**src/rtl/cordic_fp_pkg.sv**
```systemverilog
// Shared FP32 field constants and the stage-1 aligned-operand record.
package cordic_fp_pkg;

  localparam int FP32_BIAS  = 127;
  localparam int FP32_EXP_W = 8;
  localparam int FP32_MAN_W = 23;

  // Width of the aligned magnitude carried between stages; results wider than
  // ALIGN_W-1 integer bits are clamped to all-ones, so OUT_WIDTH must stay below it.
  localparam int ALIGN_W = 64;

  typedef enum logic [1:0] {
    ZERO = 2'd0,
    NORM = 2'd1,
    INF  = 2'd2,
    NAN  = 2'd3
  } fp_class_e;

  typedef struct packed {
    logic                 sign;
    fp_class_e            cls;
    logic [ALIGN_W-1:0]   mag;     // integer part of |value| * 2^FRACTIONAL_BITS
    logic                 guard;   // weight 1/2
    logic                 rnd;     // weight 1/4
    logic                 sticky;  // OR of everything below 1/4
  } fp_align_t;

endpackage

```
**src/rtl/fixed_round_sat.sv**
```systemverilog
// Stage-2 datapath: rounds the aligned magnitude, applies the sign and clamps
// to the signed OUT_WIDTH range. Purely combinational; the top registers it.
module fixed_round_sat
  import cordic_fp_pkg::*;
#(
  parameter int OUT_WIDTH  = 32,
  parameter int ROUND_MODE = 1
) (
  input  fp_align_t                   align,
  output logic signed [OUT_WIDTH-1:0] data,
  output logic                        ovf,
  output logic                        nan
);

  localparam logic [ALIGN_W:0] ONE     = {{ALIGN_W{1'b0}}, 1'b1};
  localparam logic [ALIGN_W:0] NEG_LIM = ONE << (OUT_WIDTH - 1);
  localparam logic [ALIGN_W:0] POS_LIM = NEG_LIM - ONE;
  localparam logic signed [OUT_WIDTH-1:0] MAX_VAL = {1'b0, {(OUT_WIDTH-1){1'b1}}};
  localparam logic signed [OUT_WIDTH-1:0] MIN_VAL = {1'b1, {(OUT_WIDTH-1){1'b0}}};

  // Round-to-nearest-even on the magnitude (sign-symmetric), or plain truncation.
  // One extra bit keeps a carry out of an all-ones clamped magnitude.
  function automatic logic [ALIGN_W:0] round_mag(input fp_align_t a);
    logic inc;
    inc = (ROUND_MODE == 1) && a.guard && (a.rnd || a.sticky || a.mag[0]);
    return {1'b0, a.mag} + {{ALIGN_W{1'b0}}, inc};
  endfunction

  // Negative side admits one more code (exact -2^(OUT_WIDTH-1) is not overflow).
  function automatic logic sat_ovf(input logic sign, input logic [ALIGN_W:0] mag);
    return sign ? (mag > NEG_LIM) : (mag > POS_LIM);
  endfunction

  function automatic logic signed [OUT_WIDTH-1:0] sat_val(input logic sign,
                                                          input logic [ALIGN_W:0] mag);
    logic [OUT_WIDTH-1:0] low;
    low = mag[OUT_WIDTH-1:0];
    if (sat_ovf(sign, mag)) return sign ? MIN_VAL : MAX_VAL;
    return sign ? $signed(~low + 1'b1) : $signed(low);
  endfunction

  logic [ALIGN_W:0] mag_r;

  // Select the result per operand class; zero/denormal falls through to the defaults.
  always_comb begin
    mag_r = round_mag(align);
    data  = '0;
    ovf   = 1'b0;
    nan   = 1'b0;
    unique case (align.cls)
      NORM: begin
        data = sat_val(align.sign, mag_r);
        ovf  = sat_ovf(align.sign, mag_r);
      end
      INF: begin
        data = align.sign ? MIN_VAL : MAX_VAL;
        ovf  = 1'b1;
      end
      NAN:     nan = 1'b1;
      default: ;
    endcase
  end

endmodule

```
**src/rtl/float_unpack_pipe.sv**
```systemverilog
// FP32 to signed fixed-point converter, two-stage valid/ready pipeline:
// stage 1 decodes and aligns, stage 2 (fixed_round_sat) rounds and saturates.
module float_unpack_pipe
  import cordic_fp_pkg::*;
#(
  parameter int FRACTIONAL_BITS = 31,
  parameter int OUT_WIDTH       = 32,
  parameter int ROUND_MODE      = 1
) (
  input  logic                 clk,
  input  logic                 rst,
  input  logic                 in_valid,
  output logic                 in_ready,
  input  logic [31:0]          in_data,
  output logic                 out_valid,
  input  logic                 out_ready,
  output logic [OUT_WIDTH-1:0] out_data,
  output logic                 out_ovf,
  output logic                 out_nan
);

  localparam int SIG_W   = FP32_MAN_W + 1;           // significand with hidden one
  localparam int LOW_W   = SIG_W + 2;                // room for every sig bit plus guard and round
  localparam int EXT_W   = SIG_W + LOW_W;
  localparam int MAX_LSH = ALIGN_W - SIG_W - 1;      // largest left shift that fits ALIGN_W-1 bits
  localparam int SH_OFS  = FRACTIONAL_BITS - FP32_BIAS - FP32_MAN_W;

  logic [FP32_EXP_W-1:0] exp_p0;
  logic [FP32_MAN_W-1:0] man_p0;
  logic [SIG_W-1:0]      sig_p0;
  logic [EXT_W-1:0]      ext_p0;
  int                    lsh_p0;
  int                    rsh_p0;
  fp_align_t             align_p0;

  logic                  vld_p1;
  fp_align_t             align_p1;
  logic                  vld_p2;
  logic signed [OUT_WIDTH-1:0] data_p2;
  logic                  ovf_p2;
  logic                  nan_p2;

  logic                  s1_advance;
  logic signed [OUT_WIDTH-1:0] rs_data;
  logic                  rs_ovf;
  logic                  rs_nan;

  // Decode, classify and align the operand. Right shifts past the guard/round
  // window leave only sticky set instead of wrapping the shift amount.
  always_comb begin
    exp_p0         = in_data[FP32_MAN_W +: FP32_EXP_W];
    man_p0         = in_data[FP32_MAN_W-1:0];
    sig_p0         = {1'b1, man_p0};
    lsh_p0         = int'(exp_p0) + SH_OFS;
    rsh_p0         = -lsh_p0;
    ext_p0         = '0;
    align_p0       = '0;
    align_p0.sign  = in_data[31];
    if (exp_p0 == '0) begin
      align_p0.cls = ZERO;
    end else if (exp_p0 == '1) begin
      align_p0.cls = (man_p0 != '0) ? NAN : INF;
    end else begin
      align_p0.cls = NORM;
      if (lsh_p0 > MAX_LSH) begin
        align_p0.mag = '1;
      end else if (lsh_p0 >= 0) begin
        align_p0.mag = ALIGN_W'(sig_p0) << lsh_p0;
      end else if (rsh_p0 > LOW_W) begin
        align_p0.sticky = 1'b1;
      end else begin
        ext_p0          = {sig_p0, {LOW_W{1'b0}}} >> rsh_p0;
        align_p0.mag    = ALIGN_W'(ext_p0[EXT_W-1:LOW_W]);
        align_p0.guard  = ext_p0[LOW_W-1];
        align_p0.rnd    = ext_p0[LOW_W-2];
        align_p0.sticky = |ext_p0[LOW_W-3:0];
      end
    end
  end

  assign s1_advance = !vld_p2 || out_ready;
  assign in_ready   = !vld_p1 || s1_advance;

  // ---- stage 1 / stage 2 boundary: valid bits, cleared asynchronously
  always_ff @(posedge clk or posedge rst) begin
    if (rst) begin
      vld_p1 <= 1'b0;
      vld_p2 <= 1'b0;
    end else begin
      if (in_ready)   vld_p1 <= in_valid;
      if (s1_advance) vld_p2 <= vld_p1;
    end
  end

  // ---- stage 1 register: aligned operand, captured on input transfer
  always_ff @(posedge clk) begin
    if (in_valid && in_ready) align_p1 <= align_p0;
  end

  fixed_round_sat #(
    .OUT_WIDTH  (OUT_WIDTH),
    .ROUND_MODE (ROUND_MODE)
  ) u_round_sat (
    .align (align_p1),
    .data  (rs_data),
    .ovf   (rs_ovf),
    .nan   (rs_nan)
  );

  // ---- stage 2 register: result, held while the consumer stalls
  always_ff @(posedge clk or posedge rst) begin
    if (rst) begin
      data_p2 <= '0;
      ovf_p2  <= 1'b0;
      nan_p2  <= 1'b0;
    end else if (vld_p1 && s1_advance) begin
      data_p2 <= rs_data;
      ovf_p2  <= rs_ovf;
      nan_p2  <= rs_nan;
    end
  end

  assign out_valid = vld_p2;
  assign out_data  = data_p2;
  assign out_ovf   = ovf_p2;
  assign out_nan   = nan_p2;

endmodule
```
**config.mk**
```make
export PLATFORM = sky130hd
export DESIGN_NAME = float_unpack_pipe
export DESIGN_NICKNAME = d
export VERILOG_FILES = /design/src/rtl/cordic_fp_pkg.sv /design/src/rtl/fixed_round_sat.sv /design/src/rtl/float_unpack_pipe.sv
export SDC_FILE = /design/constraint.sdc
export NUM_CORES = 1
export LEC_CHECK = 0
export CORE_UTILIZATION = 35
export CTS_CLUSTER_DIAMETER = 100
export DETAILED_ROUTE_END_ITERATION = 12
export MAX_ROUTING_LAYER = met4
export PLACE_DENSITY_LB_ADDON = 0.3
export SYNTH_ARGS = -nofsm -noshare
export SYNTH_HDL_FRONTEND = slang
export SYNTH_SLANG_ARGS = --single-unit
export TNS_END_PERCENT = 1
```
**constraint.sdc**
```tcl
create_clock -name clk -period 5.4 [get_ports clk]
set_clock_uncertainty 0.1 [all_clocks]
set_input_delay 0.54 -clock clk [delete_from_list [all_inputs] [get_ports clk]]
set_output_delay 0.54 -clock clk [all_outputs]
set_load 0.05 [all_outputs]
```
== Yosys cells after proc, flatten, opt, wreduce, memory -nomap -nowiden ==
Index checks and enable logic that the tools add are counted.

* Bitwise operators: 2
* Order comparisons: 5
* Multiplexer cells: 16
* Reductions and logical operators: 16
* Equal/unequal tests: 4
* Add/subtract/negate cells: 4
* Shifts and indexed selects: 2

{| class="wikitable"
|+ Operators by type and width
! cell !! count
|-
| 2-to-1 mux 32 bit || 4
|-
| 2-to-1 mux 64 bit || 2
|-
| adder 64 x 1 -> 65 bit || 1
|-
| > comparator 65 x 31 -> 1 bit (second input constant) || 1
|-
| > comparator 65 x 32 -> 1 bit (second input constant) || 1
|-
| one-hot mux 32 bit (2 select lines) || 1
|-
| left shift 24 x 32 -> 64 bit || 1
|-
| right shift 50 x 32 -> 50 bit || 1
|-
| adder 32 x 1 -> 32 bit (second input constant) || 1
|-
| > comparator 32 x 6 -> 1 bit (second input constant) || 1
|-
| negator 10 -> 32 bit || 1
|-
| inverter 32 bit || 1
|-
| 2-to-1 mux 26 bit || 1
|-
| OR reduction 24 bit || 1
|-
| nonzero test 23 bit || 1
|-
| adder 9 x 8 -> 10 bit (second input constant) || 1
|-
| greater-or-equal comparator 10 x 1 -> 1 bit (second input constant) || 1
|-
| > comparator 10 x 7 -> 1 bit (second input constant) || 1
|-
| == test 8 bit (second input constant) || 1
|-
| logical NOT 8 bit || 1
|-
| 2-to-1 mux 1 bit || 7
|-
| OR reduction 5 bit || 1
|-
| == test 2 bit (second input constant) || 2
|-
| logical OR 1 bit || 4
|-
| other kinds (7) || 11
|}

* Output and inout port bits: 36
* Bits of input ports: 36
* Bits in registers: 106
* Logic and storage cells: 61

== Logic depth before layout (Yosys ltp) ==
Gate-level depths: netlist of the first run.

* Depth after elaboration: 10
* Depth in mapped cells: 18
* Gate-level depth less buffers: 14

== By module ==
Synthesis of the first run repeated with hierarchy kept, for this count alone.

* Cell total of the unflattened synthesis: 1,498
* Area, all modules: 12,235.5 um2

{| class="wikitable"
|+ By module, submodules not included
! module !! times used !! seq. area each (um2) !! cells each !! area an instance (um2)
|-
| float_unpack_pipe || 1 || 3,002.9 || 997 || 8,881.0
|-
| fixed_round_sat || 1 || 0.0 || 501 || 3,354.5
|}

== Worst setup path after synthesis of the first run ==
OpenSTA, ideal clock, no wires.

* Kind: input to register
* From: input port in_data[23]
* To: register align_p1[0] in the netlist's numbering (data pin)
* Path buffers: 3
* Cell stages on the path: 13
* Data required time: 5.037 ns
* Arrival: 4.187 ns
* Setup slack: 0.850 ns
* Setup time: 0.263 ns
* Cells stage by stage: buf_2 buf_2 clkinv_1 ha_1 buf_2 inv_1 a211oi_1 o21ai_0 xnor2_1 mux4_2 or4_1 o311ai_0 nand2_1

* Cells in the longest elaborated chain, start to end: 5
* Elaborated cells on any way between the ends: 11
* Those cells by class: add/sub (2); order compare (3); eq/ne (1); shift (1); mux (1); reduce/logical (3)

{| class="wikitable"
|+ Ends and longest elaborated chain
! element !! line !! source
|-
| start: declaration || float_unpack_pipe.sv:14 || <nowiki>input logic [31:0] in_data,</nowiki>
|-
| adder 9 x 8 -> 10 bit || float_unpack_pipe.sv:54 || <nowiki>lsh_p0 = int'(exp_p0) + SH_OFS;</nowiki>
|-
| negator 10 -> 32 bit || float_unpack_pipe.sv:55 || <nowiki>rsh_p0 = -lsh_p0;</nowiki>
|-
| right shift 50 x 32 -> 50 bit || float_unpack_pipe.sv:72 || <nowiki>ext_p0 = {sig_p0, {LOW_W{1'b0}}} >> rsh_p0;</nowiki>
|-
| OR reduction 24 bit || float_unpack_pipe.sv:76 || <nowiki>align_p0.sticky = |ext_p0[LOW_W-3:0];</nowiki>
|-
| 2-to-1 mux 1 bit || float_unpack_pipe.sv:69 || <nowiki>end else if (rsh_p0 > LOW_W) begin</nowiki>
|-
| end signal: assignment || float_unpack_pipe.sv:97 || <nowiki>if (in_valid && in_ready) align_p1 <= align_p0;</nowiki>
|-
| end: declaration || float_unpack_pipe.sv:37 || <nowiki>fp_align_t align_p1;</nowiki>
|}

Several ways; a longest one is shown, not always the timed one.
A chain may end at the register's enable or synchronous reset.

== Worst setup path in the final report of the first run ==
* From: input port in_data[24]
* To: register align_p1[0] in the netlist's numbering (data pin)

Same word-level chain as after synthesis.

==> impl_metrics.tcl, run 1 <==
set metrics [dict create \
    status "finished, final reports clean" \
    power.total_mw 2.91 \
    nFillCells 3350 \
    fin_tns_setup_ns 0 \
    synth_ff_type "edfxtp_1" \
    worstPathMaxFanout 63 \
    maxCapViolations 0 \
    fmax_mhz 210 \
    port_buffers 71 \
    drc 0 \
    ctsHoldBuffers 0 \
    gp_congestion 0.978 \
    synth-seq-area-share_pct 26.0 \
    crit_type "primary input to flip-flop" \
    synth_top_family_by_area "simple AND/OR/NAND/NOR gates" \
    yosys.area_share.simple_pct 25.9 \
    power_density_nw_per_um2 226 \
    area_delta_synth_final_pct 11.8 \
    numCtsBuffers 9 \
    ios 72 \
    grt_antenna_before_repair 1 \
    grt_pass1_vias 10586 \
    relSlewSlack_pct 20.5 \
    diodes 0 \
    register_area_um2 3000 \
    cts_tree "done" \
    placementRows 66 \
    startpoint_type "primary input" \
    cts.sinks 106 \
    nNetsFinal 1484 \
    synthXorXnorAreaFrac_pct 5.85 \
    ys_async_sr_fraction_pct 34.0 \
    drt_iter0_drc 1055 \
    path_clk_slew_ns 0.07 \
    grt_usage_pct 23.0 \
    cts.root.buffer_cell "clkbuf_16" \
    hold_class "flip-flop to flip-flop" \
    p_leak_nw 4.45 \
    grt_max_degree 64 \
    ir_drop_mv 0.153 \
    avgSynthCellArea_um2 8.07 \
    dr.pass1.iters 6 \
    die_width_um 184 \
    routedWlPerCell_um 20.2 \
    clkLatencyLatePin_ns 0.37 \
    synth_area_um2 11500 \
    worst_pin_slew_ns 1.19 \
    h-tree-depth 3 \
    synth_seq_cells 106 \
    post_cts_resized 0 \
    start_util_pct 35.5 \
    ant_nets 0 \
    fin_ws_ns 0.638 \
    setup_viol 0 \
    drive_gt1_share_pct 9.53 \
    critPathRequiredTime_ns 5.40 \
    rsz0062_at_grt "false" \
    synth_nets 1482 \
    synth_compound_area_share_pct 23.2 \
    die_h_um 184 \
    yosys.area_share.adder_pct 1.74 \
    vias_per_cell 6.07 \
    hold_ws_ns 0.397 \
    synthMuxAreaShare_pct 11.9 \
    syn_inst 1430 \
    synth_edf_count 70 \
    grt_pass1_wl_um 60000 \
    core_area_um2 32500 \
    finalHoldViolCount 0 \
    post-place-ws_ns 0.359 \
    multiInputGateArea_um2 7970 \
    dp_hpwl_um 29000 \
    synth.distinct_cells 84 \
    totalWireLength_um 37900 \
    fin_crit_ns 4.76 \
    yosys_warnings 0 \
    post_cts_buffers 0 \
    worstPathArrival_ns 4.76 \
    via_count 11400 \
    fp.dieArea_um2 33700 \
    grt_overflow 0 \
    clk_path_buf_depth 2 \
    cp-end-kind "flip-flop" \
    finalCritPeriodShare_pct 88.2 \
    slew_violations 0 \
]
[path summary, 6_finish.rpt]
kind | start | end | slack [ns] | cells past startpoint
worst max-delay path | in_data[24] | align_p1[0]$_SDFFCE_PP0P_ | 0.64 | 14
worst min-delay path | out_data[23]$_DFFE_PP0P_ | out_data[23]$_DFFE_PP0P_ | 0.40 | 2
worst max register to register | align_p1[3]$_SDFFCE_PP0P_ | out_data[29]$_DFFE_PP0P_ | 1.05 | 11
worst min register to register | out_data[23]$_DFFE_PP0P_ | out_data[23]$_DFFE_PP0P_ | 0.40 | 2
max in group asynchronous | rst | out_data[29]$_DFFE_PP0P_ | 4.38 | 3
min in group asynchronous | rst | out_data[4]$_DFFE_PP0P_ | 0.48 | 3
[Yosys cell counts, types with 6 or more instances]
master	number	share of area, %
ha_1	16	1.7
buf_2	32	1.4
nand3_1	68	3.0
nand3b_1	6	0.39
or4_1	11	0.72
a22o_1	6	0.46
a211oi_1	39	2.5
and3_1	16	0.87
nor3b_1	8	0.52
dfrtp_1	36	7.8
nor4_2	6	0.65
o22ai_1	14	0.76
mux2_2	9	0.88
o31ai_1	13	0.85
nor4b_1	6	0.46
a21o_1	8	0.52
nand4_1	35	1.9
clkbuf_1	67	2.2
xnor2_1	45	3.4
or3_1	9	0.49
o41ai_1	7	0.53
buf_1	9	0.29
nor4_1	29	1.6
nand2_1	147	4.8
nor2_1	116	3.8
xor2_1	32	2.4
nor3_1	45	2.0
mux4_2	31	6.1
o21ai_1	32	1.4
o21ai_0	65	2.8
nor2b_1	12	0.65
a21oi_1	129	5.6
o211ai_1	13	0.85
mux2i_1	57	4.9
o21a_1	8	0.52
and4_1	8	0.61
edfxtp_1	70	18
a31oi_1	24	1.3
nand2b_1	13	0.71
and2_1	13	0.71
inv_1	22	0.72
[registers in the layout, summed over array words and instances, names as in the netlist]
register	flops
align_p1	70
out_data	32
out_nan	1
out_ovf	1
out_valid	1
vld_p1	1
[stage by stage]
step	instance area, um2	cells	utilization [%]
after floorplan	11500	1430	-
after global placement	12600	1863	38.8
after detailed placement	12600	1863	38.8
after CTS	12900	1879	39.7
after global routing	12900	1879	39.7
final	12900	1879	39.7
[cells in the final DEF (no fill, tap or decap), types with 7 or more instances in the layout]
cell type / netlist / routed
inv_1: 22 / 22
dfrtp_1: 36 / 36
nor3b_1: 8 / 8
or4_1: 11 / 11
mux2_2: 9 / 9
o21ai_0: 65 / 65
and3_1: 16 / 16
and2_1: 13 / 12
ha_1: 16 / 15
o21a_1: 8 / 8
a21o_1: 8 / 8
or3_1: 9 / 9
mux2i_1: 57 / 57
a21oi_1: 129 / 126
nand3_1: 68 / 68
xor2_1: 32 / 31
nor2b_1: 12 / 12
nand4_1: 35 / 35
and4_1: 8 / 8
nor3_1: 45 / 44
edfxtp_1: 70 / 70
o41ai_1: 7 / 7
nand2b_1: 13 / 13
clkbuf_16: 0 / 9
o22ai_1: 14 / 14
buf_4: 5 / 37
a31oi_1: 24 / 24
mux4_2: 31 / 31
o21ai_1: 32 / 32
clkdlybuf4s50_1: 0 / 69
nor4_1: 29 / 29
o211ai_1: 13 / 13
nor2_1: 116 / 116
a211oi_1: 39 / 39
xnor2_1: 45 / 41
o31ai_1: 13 / 13
nand2_1: 147 / 147
[power by group]
group | switching [mW] | internal (mW)
logic | 0.738 | 0.416
clock network | 0.317 | 0.364
registers | 0.104 | 0.970
[routing by layer]
metal  vias to the layer above  global-route usage [%]  wire [um]
met5                         -                       -          0
met4                         0                    8.30       1320
met3                        86                    2.20       2160
met2                       482                    36.4      17400
met1                      5349                    30.6      17000
li1                       5483                       -          -
[critical path, stage by stage]
cell,delay (ns)
clkdlybuf4s50_1,0.58
inv_1,0.12
ha_2,0.34
buf_4,0.62
nor2b_1,0.22
a211oi_1,0.06
o21ai_0,0.41
xnor2_2,0.22
buf_4,0.33
mux2i_1,0.14
a2111oi_0,0.56
nand4_1,0.15
o311ai_0,0.34
nand2_1,0.13
[cell families after synthesis]
group           Yosys count
compound gates          422
flops                   106
buf+inv                 141
mux                      97
xor+xnor                 77
fa+ha+maj                16
simple gates            571
[final cells by class]
| class | count | share of cell area [%] |
|---|---|---|
| multi-input combinational | 1183 | 61.8 |
| sequential | 106 | 23.3 |
| timing repair buffer | 108 | 7.59 |
| tap | 442 | 4.29 |
| clock buffer | 9 | 1.75 |
| inverter | 24 | 0.698 |
| clock inverter | 7 | 0.601 |
No activity file was read; power rests on OpenSTA's default activity.
==> run 2: changes to the inputs <==
--- a/config.mk
+++ b/config.mk
@@ -5,6 +5,7 @@
 export SDC_FILE = /design/constraint.sdc
 export NUM_CORES = 1
 export LEC_CHECK = 0
+export CORE_MARGIN = 10
 export CORE_UTILIZATION = 35
 export CTS_CLUSTER_DIAMETER = 100
 export DETAILED_ROUTE_END_ITERATION = 12
==> impl_metrics.tcl, run 2 (same netlist as run 1, synthesis figures left out) <==
set metrics [dict create \
    status "finished, final reports clean" \
    whs_endpoint "out_data[14]$_DFFE_PP0P_" \
    totalWireLength_um 38300 \
    area_delta_synth_final_pct 12.0 \
    dpl_cell_area_um2 12600 \
    diodes 0 \
    p_clk_share_pct 23.0 \
    critPathRequiredTime_ns 5.47 \
    cpMostUsedCell "nand3_1" \
    fin_ws_ns 0.573 \
    combPwrFrac_pct 40.1 \
    final_area_um2 12900 \
    top_register "align_p1" \
    min_from "out_data[14]$_DFFE_PP0P_" \
    worst_r2r_endpoint "out_data[25]$_DFFE_PP0P_" \
    worst_pin_slew_ns 1.09 \
    grt_antenna_before_repair 0 \
    final_cell_mix "nand2_1 (147), a21oi_1 (126), nor2_1 (116), edfxtp_1 (70), clkdlybuf4s50_1 (69)" \
    grt_use_met3_pct 2.04 \
    cp_cell_sequence "clkdlybuf4s50_1 -> ha_1 -> a21oi_1 -> nor2_1 -> xnor2_1 -> nand3_1 -> ha_1 -> nand3_1 -> nor4b_1 -> nand3_1 -> a211oi_1 -> o211ai_1 -> buf_4 -> or3_1 -> o32ai_1" \
    post-place-ws_ns 0.286 \
    seqPwrFrac_pct 36.9 \
    dp_hpwl_um 29900 \
    path_depth 15 \
    start_util_pct 35.4 \
    post_cts_buffers 0 \
    grt_pass1_vias 10704 \
    crit_slowest_cell "xnor2_1" \
    fin_crit_ns 4.83 \
    worstPathMaxFanout 12 \
    met2_usage_pct 29.0 \
    fp.dieArea_um2 40600 \
    via_count 11436 \
    maxCapViolations 0 \
    path_clk_slew_ns 0.07 \
    cts_tree "done" \
    drc 0 \
    final_common_cell "nand2_1" \
    slew_violations 0 \
    nNetsFinal 1485 \
    fmax_mhz 207 \
    post_cts_resized 0 \
    power_density_nw_per_um2 225 \
    ctsHoldBuffers 0 \
    fin_tns_setup_ns 0 \
    max_stage_delay_ns 0.68 \
    routedWlPerCell_um 20.4 \
    die_width_um 202 \
    nFillCells 3369 \
    placementRows 66 \
    r2r.worst_path.cells 12 \
    setup_viol 0 \
    largest_reg_flops 70 \
    drive_gt1_share_pct 9.60 \
    worstPathArrival_ns 4.89 \
    internal-power_mw 1.75 \
    grt_busiest_layer "met2" \
    drt_iter0_drc 1058 \
    hold_depth 2 \
    gr-usage-met1_pct 24.9 \
    numCtsBuffers 9 \
    finalHoldViolCount 0 \
    port_buffers 71 \
    hold_class "flip-flop to flip-flop" \
    startpoint_type "primary input" \
    worst-path-buf-inv 2 \
    grt_overflow 0 \
    core_area_um2 32500 \
    clkLatencyLatePin_ns 0.36 \
    power.total_mw 2.91 \
    rsz0062_at_grt "false" \
    gp_congestion 1.00 \
    reg2reg_slack_ns 1.00 \
    cts.root.buffer_cell "clkbuf_16" \
    ios 72 \
    switching_power_mw 1.16 \
    switching_share_pct 39.7 \
    crit_family "simple AND/OR/NAND/NOR gates" \
    dr.pass1.iters 6 \
    vias_per_cell 6.08 \
    grt_max_degree 63 \
    cts.sinks 106 \
    grt_usage_pct 18.7 \
    finalCritPeriodShare_pct 89.4 \
    grt_pass1_wl_um 61200 \
    ir_drop_mv 0.154 \
    r2r-start "align_p1[2]$_SDFFCE_PP0P_" \
    p_leak_nw 4.46 \
    h-tree-depth 3 \
    die_h_um 202 \
    clk_path_buf_depth 2 \
    ant_nets 0 \
    crit_type "primary input to flip-flop" \
    relSlewSlack_pct 27.5 \
    cp-end-kind "flip-flop" \
]
## run 2: worst max path at each step
stage                     slack [ns]         from                          to
final                           0.57  in_data[24]  align_p1[26]$_SDFFCE_PP0P_
after global routing            0.29  in_data[24]  align_p1[26]$_SDFFCE_PP0P_
after CTS                       0.64  in_data[24]  align_p1[26]$_SDFFCE_PP0P_
after detailed placement        0.29  in_data[24]  align_p1[26]$_SDFFCE_PP0P_
after global placement          0.45  in_data[24]  align_p1[26]$_SDFFCE_PP0P_
after floorplan                 0.85  in_data[23]   align_p1[0]$_SDFFCE_PP0P_
## run 2: per-stage QoR
| step | hold slack [ns] | cells | util, % |
|---|---|---|---|
| floorplan | 0.380 | 1430 | - |
| global placement | 0.383 | 1864 | 38.8 |
| detailed placement | 0.389 | 1864 | 38.8 |
| CTS | 0.407 | 1880 | 39.7 |
| global route | 0.431 | 1880 | 39.7 |
| finish | 0.403 | 1880 | 39.7 |
## run 2: area by class of cell
type / count / area [um2] / area share [%]
multi-input cells: 1183 / 7970 / 61.7
flip-flops and latches: 106 / 3000 / 23.3
repair buffers: 109 / 998 / 7.73
well taps: 442 / 553 / 4.28
clock buffers: 9 / 225 / 1.74
inverters: 24 / 90.1 / 0.698
clock inverters: 7 / 73.8 / 0.572
## run 2: layer usage
metal	part of all wire, %	routed length [um]
met1	45	17300
met2	46	17600
met3	6.1	2320
met4	2.9	1110
met5	0	0
## run 2: power groups by stage
stage | clock network [mW] | logic [mW] | registers (mW)
after floorplan | 0 | 0.726 | 1.14
after global placement | 0 | 1.14 | 1.09
after detailed placement | 0 | 1.15 | 1.09
after CTS | 0.688 | 1.15 | 1.07
after global routing | 0.716 | 1.26 | 1.09
final | 0.670 | 1.16 | 1.07
## run 2: tightest hold or removal path, delay by kind of cell (launching register included)
| family | cells | cell delay [ns] |
|---|---|---|
| AO/OA/AOI/OAI | 2 | 0.12 |
| flip-flops | 1 | 0.35 |
